--- config.mk ---
export PLATFORM = sky130hd
export DESIGN_NAME = anti_theft_timer_flat
export DESIGN_NICKNAME = d
export VERILOG_FILES = /design/src/rtl/anti_theft_pkg.sv /design/src/rtl/anti_theft_timer_if.sv /design/src/rtl/one_hz_divider.sv /design/src/rtl/anti_theft_timer.sv /design/src/flat_wrapper.sv
export SDC_FILE = /design/constraint.sdc
export NUM_CORES = 1
export LEC_CHECK = 0
export ABC_AREA = 1
export BUFFER_PORTS_ARGS = -buffer_cell sky130_fd_sc_hd__clkbuf_2
export CORE_MARGIN = 1.5
export CORE_UTILIZATION = 54
export CTS_CLUSTER_DIAMETER = 120
export DETAILED_ROUTE_END_ITERATION = 6
export PLACE_DENSITY = 0.84
export SETUP_SLACK_MARGIN = 0.15
export SLEW_MARGIN = 5
export SYNTH_ARGS = -nofsm -noshare
export SYNTH_HDL_FRONTEND = slang
export SYNTH_SLANG_ARGS = --single-unit
--- constraint.sdc ---
create_clock -name clock -period 1.3 [get_ports clock]
set_input_delay 0.26 -clock clock [delete_from_list [all_inputs] [get_ports clock]]
set_output_delay 0.26 -clock clock [all_outputs]
set_load 0.05 [all_outputs]
--- src/rtl/anti_theft_pkg.sv ---
`default_nettype none
// ============================================================================
// Module      : anti_theft_pkg
// Description : Shared encodings, state type and default durations for the
//               anti-theft timer and the FSM that drives it.
// Revision    : 1.0 - initial release
// ============================================================================
package anti_theft_pkg;

    // Interval / duration-register selector encoding
    localparam logic [1:0] INT_ARM       = 2'd0;
    localparam logic [1:0] INT_DRIVER    = 2'd1;
    localparam logic [1:0] INT_PASSENGER = 2'd2;
    localparam logic [1:0] INT_ALARM     = 2'd3;

    // Countdown state machine
    typedef enum logic [1:0] {
        ST_IDLE   = 2'd0,
        ST_COUNT  = 2'd1,
        ST_EXPIRE = 2'd2
    } state_e;

    // Default durations in seconds, also used by the anti-theft FSM
    localparam logic [3:0] DEF_ARM_S       = 4'd6;
    localparam logic [3:0] DEF_DRIVER_S    = 4'd8;
    localparam logic [3:0] DEF_PASSENGER_S = 4'd15;
    localparam logic [3:0] DEF_ALARM_S     = 4'd10;

endpackage
`default_nettype wire

--- src/rtl/anti_theft_timer_if.sv ---
`default_nettype none
// ============================================================================
// Module      : anti_theft_timer_if
// Description : Control/status bundle between the anti-theft FSM (master)
//               and the countdown timer (slave).
// Revision    : 1.0 - initial release
// ============================================================================
interface anti_theft_timer_if;

    logic       start_timer;
    logic [1:0] interval;
    logic       reprogram;
    logic [1:0] time_param_sel;
    logic [3:0] time_value;
    logic       expired;
    logic       busy;
    logic [3:0] seconds_left;
    logic       one_hz;

    modport master (
        output start_timer, interval, reprogram, time_param_sel, time_value,
        input  expired, busy, seconds_left, one_hz
    );

    modport slave (
        input  start_timer, interval, reprogram, time_param_sel, time_value,
        output expired, busy, seconds_left, one_hz
    );

endinterface
`default_nettype wire

--- src/rtl/one_hz_divider.sv ---
`default_nettype none
// ============================================================================
// Module      : one_hz_divider
// Description : Free-running 0..CLK_HZ-1 counter producing a one-cycle tick
//               per second; restart forces the count back to zero.
// Revision    : 1.0 - initial release
// ============================================================================
module one_hz_divider #(
    parameter int CLK_HZ = 27_000_000
) (
    input  logic clock,
    input  logic reset_n,
    input  logic restart,
    output logic one_hz
);

    // A 1 Hz clock still needs a 1-bit counter to stay legal
    localparam int              CNT_W   = (CLK_HZ > 1) ? $clog2(CLK_HZ) : 1;
    localparam logic [CNT_W-1:0] CNT_MAX = CNT_W'(CLK_HZ - 1);

    logic [CNT_W-1:0] cnt_q;
    logic [CNT_W-1:0] cnt_d;

    // Next count: restart wins so a new countdown always gets a full first second
    always_comb begin
        cnt_d = cnt_q + CNT_W'(1);
        if (restart || (cnt_q == CNT_MAX)) begin
            cnt_d = '0;
        end
    end

    // Counter register
    always_ff @(posedge clock or negedge reset_n) begin
        if (!reset_n) begin
            cnt_q <= '0;
        end else begin
            cnt_q <= cnt_d;
        end
    end

    assign one_hz = (cnt_q == CNT_MAX);

endmodule
`default_nettype wire

--- src/rtl/anti_theft_timer.sv ---
`default_nettype none
// ============================================================================
// Module      : anti_theft_timer
// Description : Programmable seconds countdown shared by the anti-theft FSM.
//               Loads one of four duration registers on start, counts down
//               on a 1 Hz tick and pulses expired when it reaches zero.
// Revision    : 1.0 - initial release
// ============================================================================
module anti_theft_timer
    import anti_theft_pkg::*;
#(
    parameter int         CLK_HZ          = 27_000_000,
    parameter logic [3:0] T_ARM_DEF       = DEF_ARM_S,
    parameter logic [3:0] T_DRIVER_DEF    = DEF_DRIVER_S,
    parameter logic [3:0] T_PASSENGER_DEF = DEF_PASSENGER_S,
    parameter logic [3:0] T_ALARM_DEF     = DEF_ALARM_S
) (
    input  logic                     clock,
    input  logic                     reset_n,
    anti_theft_timer_if.slave        bus
);

    logic       tick;
    state_e     state_q,   state_d;
    logic [3:0] secs_q,    secs_d;
    logic       busy_q,    busy_d;
    logic       expired_q, expired_d;
    logic [3:0] dur_q [4];
    logic [3:0] dur_d [4];
    logic [3:0] load_val;

    one_hz_divider #(
        .CLK_HZ (CLK_HZ)
    ) u_div (
        .clock   (clock),
        .reset_n (reset_n),
        .restart (bus.start_timer),
        .one_hz  (tick)
    );

    // Start always reads the registered value, so a same-cycle write only
    // affects later starts
    assign load_val = dur_q[bus.interval];

    // Duration register file write port
    always_comb begin
        dur_d = dur_q;
        if (bus.reprogram) begin
            dur_d[bus.time_param_sel] = bus.time_value;
        end
    end

    // Countdown next-state: start has priority over the tick in every state
    always_comb begin
        state_d   = state_q;
        secs_d    = secs_q;
        busy_d    = busy_q;
        expired_d = 1'b0;
        if (bus.start_timer) begin
            secs_d = load_val;
            if (load_val != 4'd0) begin
                state_d = ST_COUNT;
                busy_d  = 1'b1;
            end else begin
                state_d   = ST_EXPIRE;
                busy_d    = 1'b0;
                expired_d = 1'b1;
            end
        end else begin
            case (state_q)
                ST_IDLE: begin
                    state_d = ST_IDLE;
                end
                ST_COUNT: begin
                    if (tick) begin
                        if (secs_q == 4'd1) begin
                            state_d   = ST_EXPIRE;
                            secs_d    = 4'd0;
                            busy_d    = 1'b0;
                            expired_d = 1'b1;
                        end else begin
                            secs_d = secs_q - 4'd1;
                        end
                    end
                end
                ST_EXPIRE: begin
                    state_d = ST_IDLE;
                end
                default: begin
                    state_d = ST_IDLE;
                    busy_d  = 1'b0;
                end
            endcase
        end
    end

    // State, registered outputs and duration registers
    always_ff @(posedge clock or negedge reset_n) begin
        if (!reset_n) begin
            state_q                <= ST_IDLE;
            secs_q                 <= 4'd0;
            busy_q                 <= 1'b0;
            expired_q              <= 1'b0;
            dur_q[INT_ARM]         <= T_ARM_DEF;
            dur_q[INT_DRIVER]      <= T_DRIVER_DEF;
            dur_q[INT_PASSENGER]   <= T_PASSENGER_DEF;
            dur_q[INT_ALARM]       <= T_ALARM_DEF;
        end else begin
            state_q   <= state_d;
            secs_q    <= secs_d;
            busy_q    <= busy_d;
            expired_q <= expired_d;
            dur_q     <= dur_d;
        end
    end

    assign bus.expired      = expired_q;
    assign bus.busy         = busy_q;
    assign bus.seconds_left = secs_q;
    assign bus.one_hz       = tick;

endmodule
`default_nettype wire

--- src/flat_wrapper.sv ---
// flat-port wrapper written by rule: the top's interface ports become plain ports
module anti_theft_timer_flat import anti_theft_pkg::*;
#(
    parameter int         CLK_HZ          = 27_000_000,
    parameter logic [3:0] T_ARM_DEF       = DEF_ARM_S,
    parameter logic [3:0] T_DRIVER_DEF    = DEF_DRIVER_S,
    parameter logic [3:0] T_PASSENGER_DEF = DEF_PASSENGER_S,
    parameter logic [3:0] T_ALARM_DEF     = DEF_ALARM_S
)
  (clock, reset_n, bus_start_timer, bus_interval, bus_reprogram, bus_time_param_sel, bus_time_value, bus_expired, bus_busy, bus_seconds_left, bus_one_hz);
  anti_theft_timer_if bus_i ();
  input  logic clock;
  input  logic reset_n;
  input wire logic [$bits(bus_i.start_timer)-1:0] bus_start_timer;
  input wire logic [$bits(bus_i.interval)-1:0] bus_interval;
  input wire logic [$bits(bus_i.reprogram)-1:0] bus_reprogram;
  input wire logic [$bits(bus_i.time_param_sel)-1:0] bus_time_param_sel;
  input wire logic [$bits(bus_i.time_value)-1:0] bus_time_value;
  output wire logic [$bits(bus_i.expired)-1:0] bus_expired;
  output wire logic [$bits(bus_i.busy)-1:0] bus_busy;
  output wire logic [$bits(bus_i.seconds_left)-1:0] bus_seconds_left;
  output wire logic [$bits(bus_i.one_hz)-1:0] bus_one_hz;
  assign bus_i.start_timer = bus_start_timer;
  assign bus_i.interval = bus_interval;
  assign bus_i.reprogram = bus_reprogram;
  assign bus_i.time_param_sel = bus_time_param_sel;
  assign bus_i.time_value = bus_time_value;
  assign bus_expired = bus_i.expired;
  assign bus_busy = bus_i.busy;
  assign bus_seconds_left = bus_i.seconds_left;
  assign bus_one_hz = bus_i.one_hz;
  anti_theft_timer #(.CLK_HZ(CLK_HZ), .T_ARM_DEF(T_ARM_DEF), .T_DRIVER_DEF(T_DRIVER_DEF), .T_PASSENGER_DEF(T_PASSENGER_DEF), .T_ALARM_DEF(T_ALARM_DEF)) u_core (.clock(clock), .reset_n(reset_n), .bus(bus_i));
endmodule
## Yosys cells after proc, flatten, opt, wreduce, memory -nomap -nowiden

Cells that the tools add are included.

| storage, ports and cells | value |
|---|---|
| bits in registers | 49 |
| bits in latches | 0 |
| bits in writable memories | 0 |
| ROM bits | 0 |
| output and inout bits | 7 |
| memories kept | 0 |

| operators by class | value |
|---|---|
| add/subtract/negate cells | 2 |
| multiply operators | 0 |
| div/mod/pow operators | 0 |
| magnitude comparators | 3 |
| equality and inequality tests | 7 |
| shift-type cells | 0 |
| mux-type cells | 26 |
| bitwise operators | 2 |
| reduce and logical (&&, ||, !) cells | 10 |

Operators by type and width:

| cell | count |
|---|---|
| $mux 4 | 7 |
| $add 25x1->25 const B | 1 |
| $eq 25x25->1 const B | 1 |
| $mux 25 | 1 |
| $bwmux 16 | 1 |
| $mux 2 | 5 |
| $mux 1 | 9 |
| $bmux 4 s2 | 1 |
| $demux 4 s2 | 1 |
| $ge 3x3->1 const B | 2 |
| $not 2->3 | 2 |
| $eq 4x1->1 const B | 1 |
| $reduce_and 2->1 | 2 |
| $reduce_bool 2->1 | 2 |
| $reduce_bool 4->1 | 1 |
| $sub 4x1->4 const B | 1 |
| $lt 3x1->1 const B | 1 |
| $ne 3x2->1 const B | 1 |
| $ne 3x3->1 const B | 1 |
| $reduce_and 3->1 | 1 |
| $eq 2x1->1 const B | 1 |
| $eq 2x2->1 const B | 1 |
| $logic_not 2->1 | 1 |
| $ne 2x1->1 const B | 1 |
| other kinds (4) | 4 |

## Longest topological paths before layout

| logic depth | value |
|---|---|
| word-level depth | 7 |
| mapped depth | 9 |
| depth with buffers taken out | 9 |

## Hierarchy

A second synthesis with hierarchy kept.

| unflattened totals | value |
|---|---|
| cells, all modules | 358 |
| area total of the unflattened synthesis | 2732.6 µm² |

Modules (own cells, without submodules):

| module | times used | cells an instance | area an instance (µm²) |
|---|---|---|---|
| one_hz_divider | 1 | 214 | 1514.0 |
| anti_theft_timer | 1 | 144 | 1218.7 |

## Worst setup path before layout

Ideal clock, no wire load.

| timing | value |
|---|---|
| path type | reg-to-reg |
| start | register u_core.u_div.cnt_q[0] |
| end | register u_core.secs_q[1] (netlist: u_core.bus.seconds_left[1]) |
| arrival | 1.510 ns |
| data required time | 1.231 ns |
| setup slack | -0.279 ns |
| cell stages (with the launch flop) | 8 |
| path through | dfrtp_1 ha_1 nand3_1 nor3_2 nand2_2 inv_1 nand3b_1 nand3_1 |

| on the way | value |
|---|---|
| longest elaborated chain between the ends | 3 |

RTL lines:

| element | RTL line | source |
|---|---|---|
| start, declared | one_hz_divider.sv:21 | `logic [CNT_W-1:0] cnt_q;` |
| start signal, assigned | one_hz_divider.sv:37 | `cnt_q <= cnt_d;` |
| $eq 25x25->1 | one_hz_divider.sv:41 | `assign one_hz = (cnt_q == CNT_MAX);` |
| via bus_one_hz | flat_wrapper.sv:22 | `output wire logic [$bits(bus_i.one_hz)-1:0] bus_one_hz;` |
| $reduce_bool 2->1 (no line) | n/a |  |
| $reduce_and 2->1 (no line) | n/a |  |
| end signal, assigned | anti_theft_timer.sv:110 | `secs_q <= secs_d;` |
| end, declared | anti_theft_timer.sv:25 | `logic [3:0] secs_q, secs_d;` |

The timed path passes the listed nets, and every way through them passes these cells.
A chain may end at the register's enable or synchronous reset.

## Worst setup path after layout

| timing | value |
|---|---|
| start | register u_core.u_div.cnt_q[9] |
| end | output bus_one_hz |

| on the way | value |
|---|---|
| longest elaborated chain between the ends | 1 |

RTL lines:

| element | RTL line |
|---|---|
| $eq 25x25->1 | one_hz_divider.sv:41 |
| end, declared | flat_wrapper.sv:22 |

Every way passes these cells.

==> results.cfg <==
[outcome]
status = complete, but fails checks
violations = design-rule violations, negative setup slack

[clock_tree]
clk_pin_slew_ps = 90
clk_latency_ps = 330
cts_max_level = 2
clock_path_buffers = 2
cts_inserted_buffers = 5
cts_tree = yes
clock-root-buffer = clkbuf_8
clock-sinks = 49

[routing]
drc = 24
vias = 3424
totalWireLength_um = 12600
wl_per_cell_um = 23.9
ant_nets = 0
firstDrtPassIters = 7
vias_per_cell = 6.50
drt_iter0_drc = 559

[cells_and_area]
area_growth_pct = 51.1
n_antenna_cell = 0
drive_gt1_share_pct = 41.1
ff_latch_area_um2 = 1240
design_area_um2 = 3980
multi_input_area_um2 = 1470
nets = 474
fill_cells = 206
post-route-util_pct = 84.3

[global_route]
grt_max_degree = 28
track_usage_pct = 37.5
grt_busiest_layer = met2
grt_pass1_wl_um = 14700
grt.overflow.total = 0
grt.met1_usage_pct = 42.1
met3_usage_pct = 10.8
antenna_found_initial = 0
grt_pass1_vias = 2991
use_met2_pct = 60.7

[critical_path]
worst_setup_path_start_kind = flop
required_ps = 1040
cpMostUsedCell = nand2_2
max_stage_delay_ps = 490
rrSetupSlack_ps = -720
worstReg2RegStart = u_core.u_div.cnt_q[9]$_DFF_PN0_
r2r_cells = 9
crit_arrival_ps = 1780
rr_endpoint = u_core.u_div.cnt_q[24]$_DFF_PN0_
critical_path_class = flop to output pin
path_cells = nor2_1 > nand2_2 > nor3_4 > nand2_2 > clkinvlp_4 > clkbuf_16
end_kind = output pin
cp_max_fo = 2
slowest_stage = dfrtp_1

[placed_design]
hpwl_um = 4770
portBuffers = 18
place_area_um2 = 3290
gp_congestion = 0.941

[floorplanning]
core_um2 = 4720
dieArea_um2 = 5310
num_rows = 25
io_pins = 19
fp.dieW_um = 72.9
initial_core_util_pct = 55.8
dieHeight_um = 72.9

[logic_synthesis]
yosysTopAreaCellShare_pct = 38.0
syn_avg_cell_area_um2 = 7.51
synth_area_um2 = 2640
synth-seq-cells = 49
syn_nets = 366
synthTopCellsByArea = dfrtp_1 (38%), nand2_1 (15%), dfstp_2 (9.0%), nor2_1 (8.1%), inv_1 (5.7%)
ys_warn_count = 0
synth_top_area_cell = dfrtp_1
synth_cell_types = 28
syn-instance-count = 351
synth-seq-area-share_pct = 47.0

[timing]
tightest_slew_ps = 557
fin_ws_ps = -737
fmax_mhz = 491
hold_violations = 0
holdWs_ps = 191
skew_ps = 22.9
relSlewSlack_pct = 62.5
fin_crit_ps = 2040
min_period_over_period_pct = 157
slew_violations = 0
setup_viol = 34
rsz0062_at_grt = yes

[hold_path]
hold_depth = 3
hold_class = input pin to flop
holdCritStartpoint = bus_time_value[3]
min_to = u_core.dur_q[3]$_DFFE_PN1P_

[pwr]
ir_worst_vdd_v = 0.000888
power_density_nw_per_um2 = 999
p_leak_nw = 1.90

[flow_run]
max_cap_viol_count = 0
-- cell families after synthesis --
| logic type | count (synthesis) | synth area share [%] |
|---|---|---|
| compound gates | 25 | 4.89 |
| xor+xnor | 7 | 2.33 |
| fa+ha+maj | 3 | 1.42 |
| buf+inv | 43 | 6.74 |
| flops | 49 | 47.0 |
| mux | 2 | 0.760 |
| simple gates | 222 | 36.9 |
-- through the flow --
stage	setup TNS, ps	cells	total power [mW]	worst slack [ps]
2_1_floorplan	-345	351	2.31	-95.3
3_3_place_gp	-2100	486	2.52	-179
3_5_place_dp	-4020	486	2.55	-244
4_1_cts	-7680	510	3.67	-444
5_1_grt	-24120	527	4.10	-869
6_report	-19740	527	3.98	-737
-- cells in the final DEF (no fill, tap or decap), types with 3 or more instances in the layout --
master	netlist	routed
clkbuf_2	0	11
nand2_1	106	85
nand2_2	4	20
clkbuf_16	0	4
nor2_2	2	6
nor3_1	10	4
nand3_4	0	3
clkinvlp_4	0	3
xor2_1	4	4
inv_1	40	33
buf_12	0	3
dfstp_2	9	9
o21ai_0	21	17
xnor2_1	3	3
buf_4	1	72
buf_6	0	10
dfrtp_1	40	35
nand2_4	1	5
nor2_1	57	51
nor3_2	1	6
nor2_4	2	4
nand3_1	28	24
nand4_1	4	4
inv_2	0	4
dfrtp_2	0	5
clkbuf_8	0	6
-- how the worst max path moves through the flow --
stage                                                 from  slack [ps]                                     end  cells past startpoint
after floorplan            u_core.u_div.cnt_q[0]$_DFF_PN0_        -100  u_core.bus.seconds_left[1]$_DFFE_PN0P_                      7
after global placement    u_core.u_div.cnt_q[18]$_DFF_PN0_        -180                              bus_one_hz                      6
after detailed placement   u_core.u_div.cnt_q[0]$_DFF_PN0_        -240                              bus_one_hz                      6
after CTS                  u_core.u_div.cnt_q[8]$_DFF_PN0_        -440                              bus_one_hz                      6
after global routing      u_core.u_div.cnt_q[22]$_DFF_PN0_        -870                              bus_one_hz                      6
final                      u_core.u_div.cnt_q[9]$_DFF_PN0_        -740                              bus_one_hz                      6
-- cell type report --
| class | count | area share, % |
|---|---|---|
| clock inverters | 2 | 0.377 |
| inverters | 40 | 4.05 |
| well taps | 67 | 2.10 |
| flip-flops and latches | 49 | 31.2 |
| clock buffers | 6 | 1.82 |
| repair buffers | 104 | 23.5 |
| multi-input cells | 259 | 36.9 |
-- sequential cells by signal, indices dropped and copies added (netlist names) --
| signal | cells |
|---|---|
| u_core.bus.busy | 1 |
| u_core.bus.expired | 1 |
| u_core.bus.seconds_left | 4 |
| u_core.dur_q | 16 |
| u_core.state_q | 2 |
| u_core.u_div.cnt_q | 25 |
-- synthesized netlist by cell type, drive strengths merged --
library cell,number
dfstp,9
nand3,29
nor2,61
nor3b,3
nand4,4
dfrtp,40
a21oi,1
o21ai,21
mux2i,2
xor2,4
xnor2,3
nand2,111
buf,3
inv,40
a31oi,1
nor3,12
nand3b,2
ha,3
o22ai,2
-- report_power, final --
group	switching (mW)	internal (mW)
Clock	0.585	0.381
Sequential	0.147	1.70
Combinational	0.663	0.503
Total	1.39	2.58
-- critical path, delay by kind of cell (launching register included) --
kind,cells,cell delay (ps)
buffers and inverters,2,320
flip-flops,1,490
AND/OR/NAND/NOR,4,650
-- per-layer routing --
metal	wire length, um	vias to the layer above
met5	0	-
met4	1290	0
met3	1820	151
met2	5320	400
met1	4140	1544
li1	-	1329
-- what timing repair did --
action                                  in CTS  in global routing
endpoints found under the setup margin      40                 40
hold buffers                                 1                  0
gates resized for setup                     38                 44
pin swaps                                    8                 16
cloned                                       1                  0
setup buffers                               14                 17
hold endpoints to repair                    11                  0
Power figures use the tool's default switching activity.
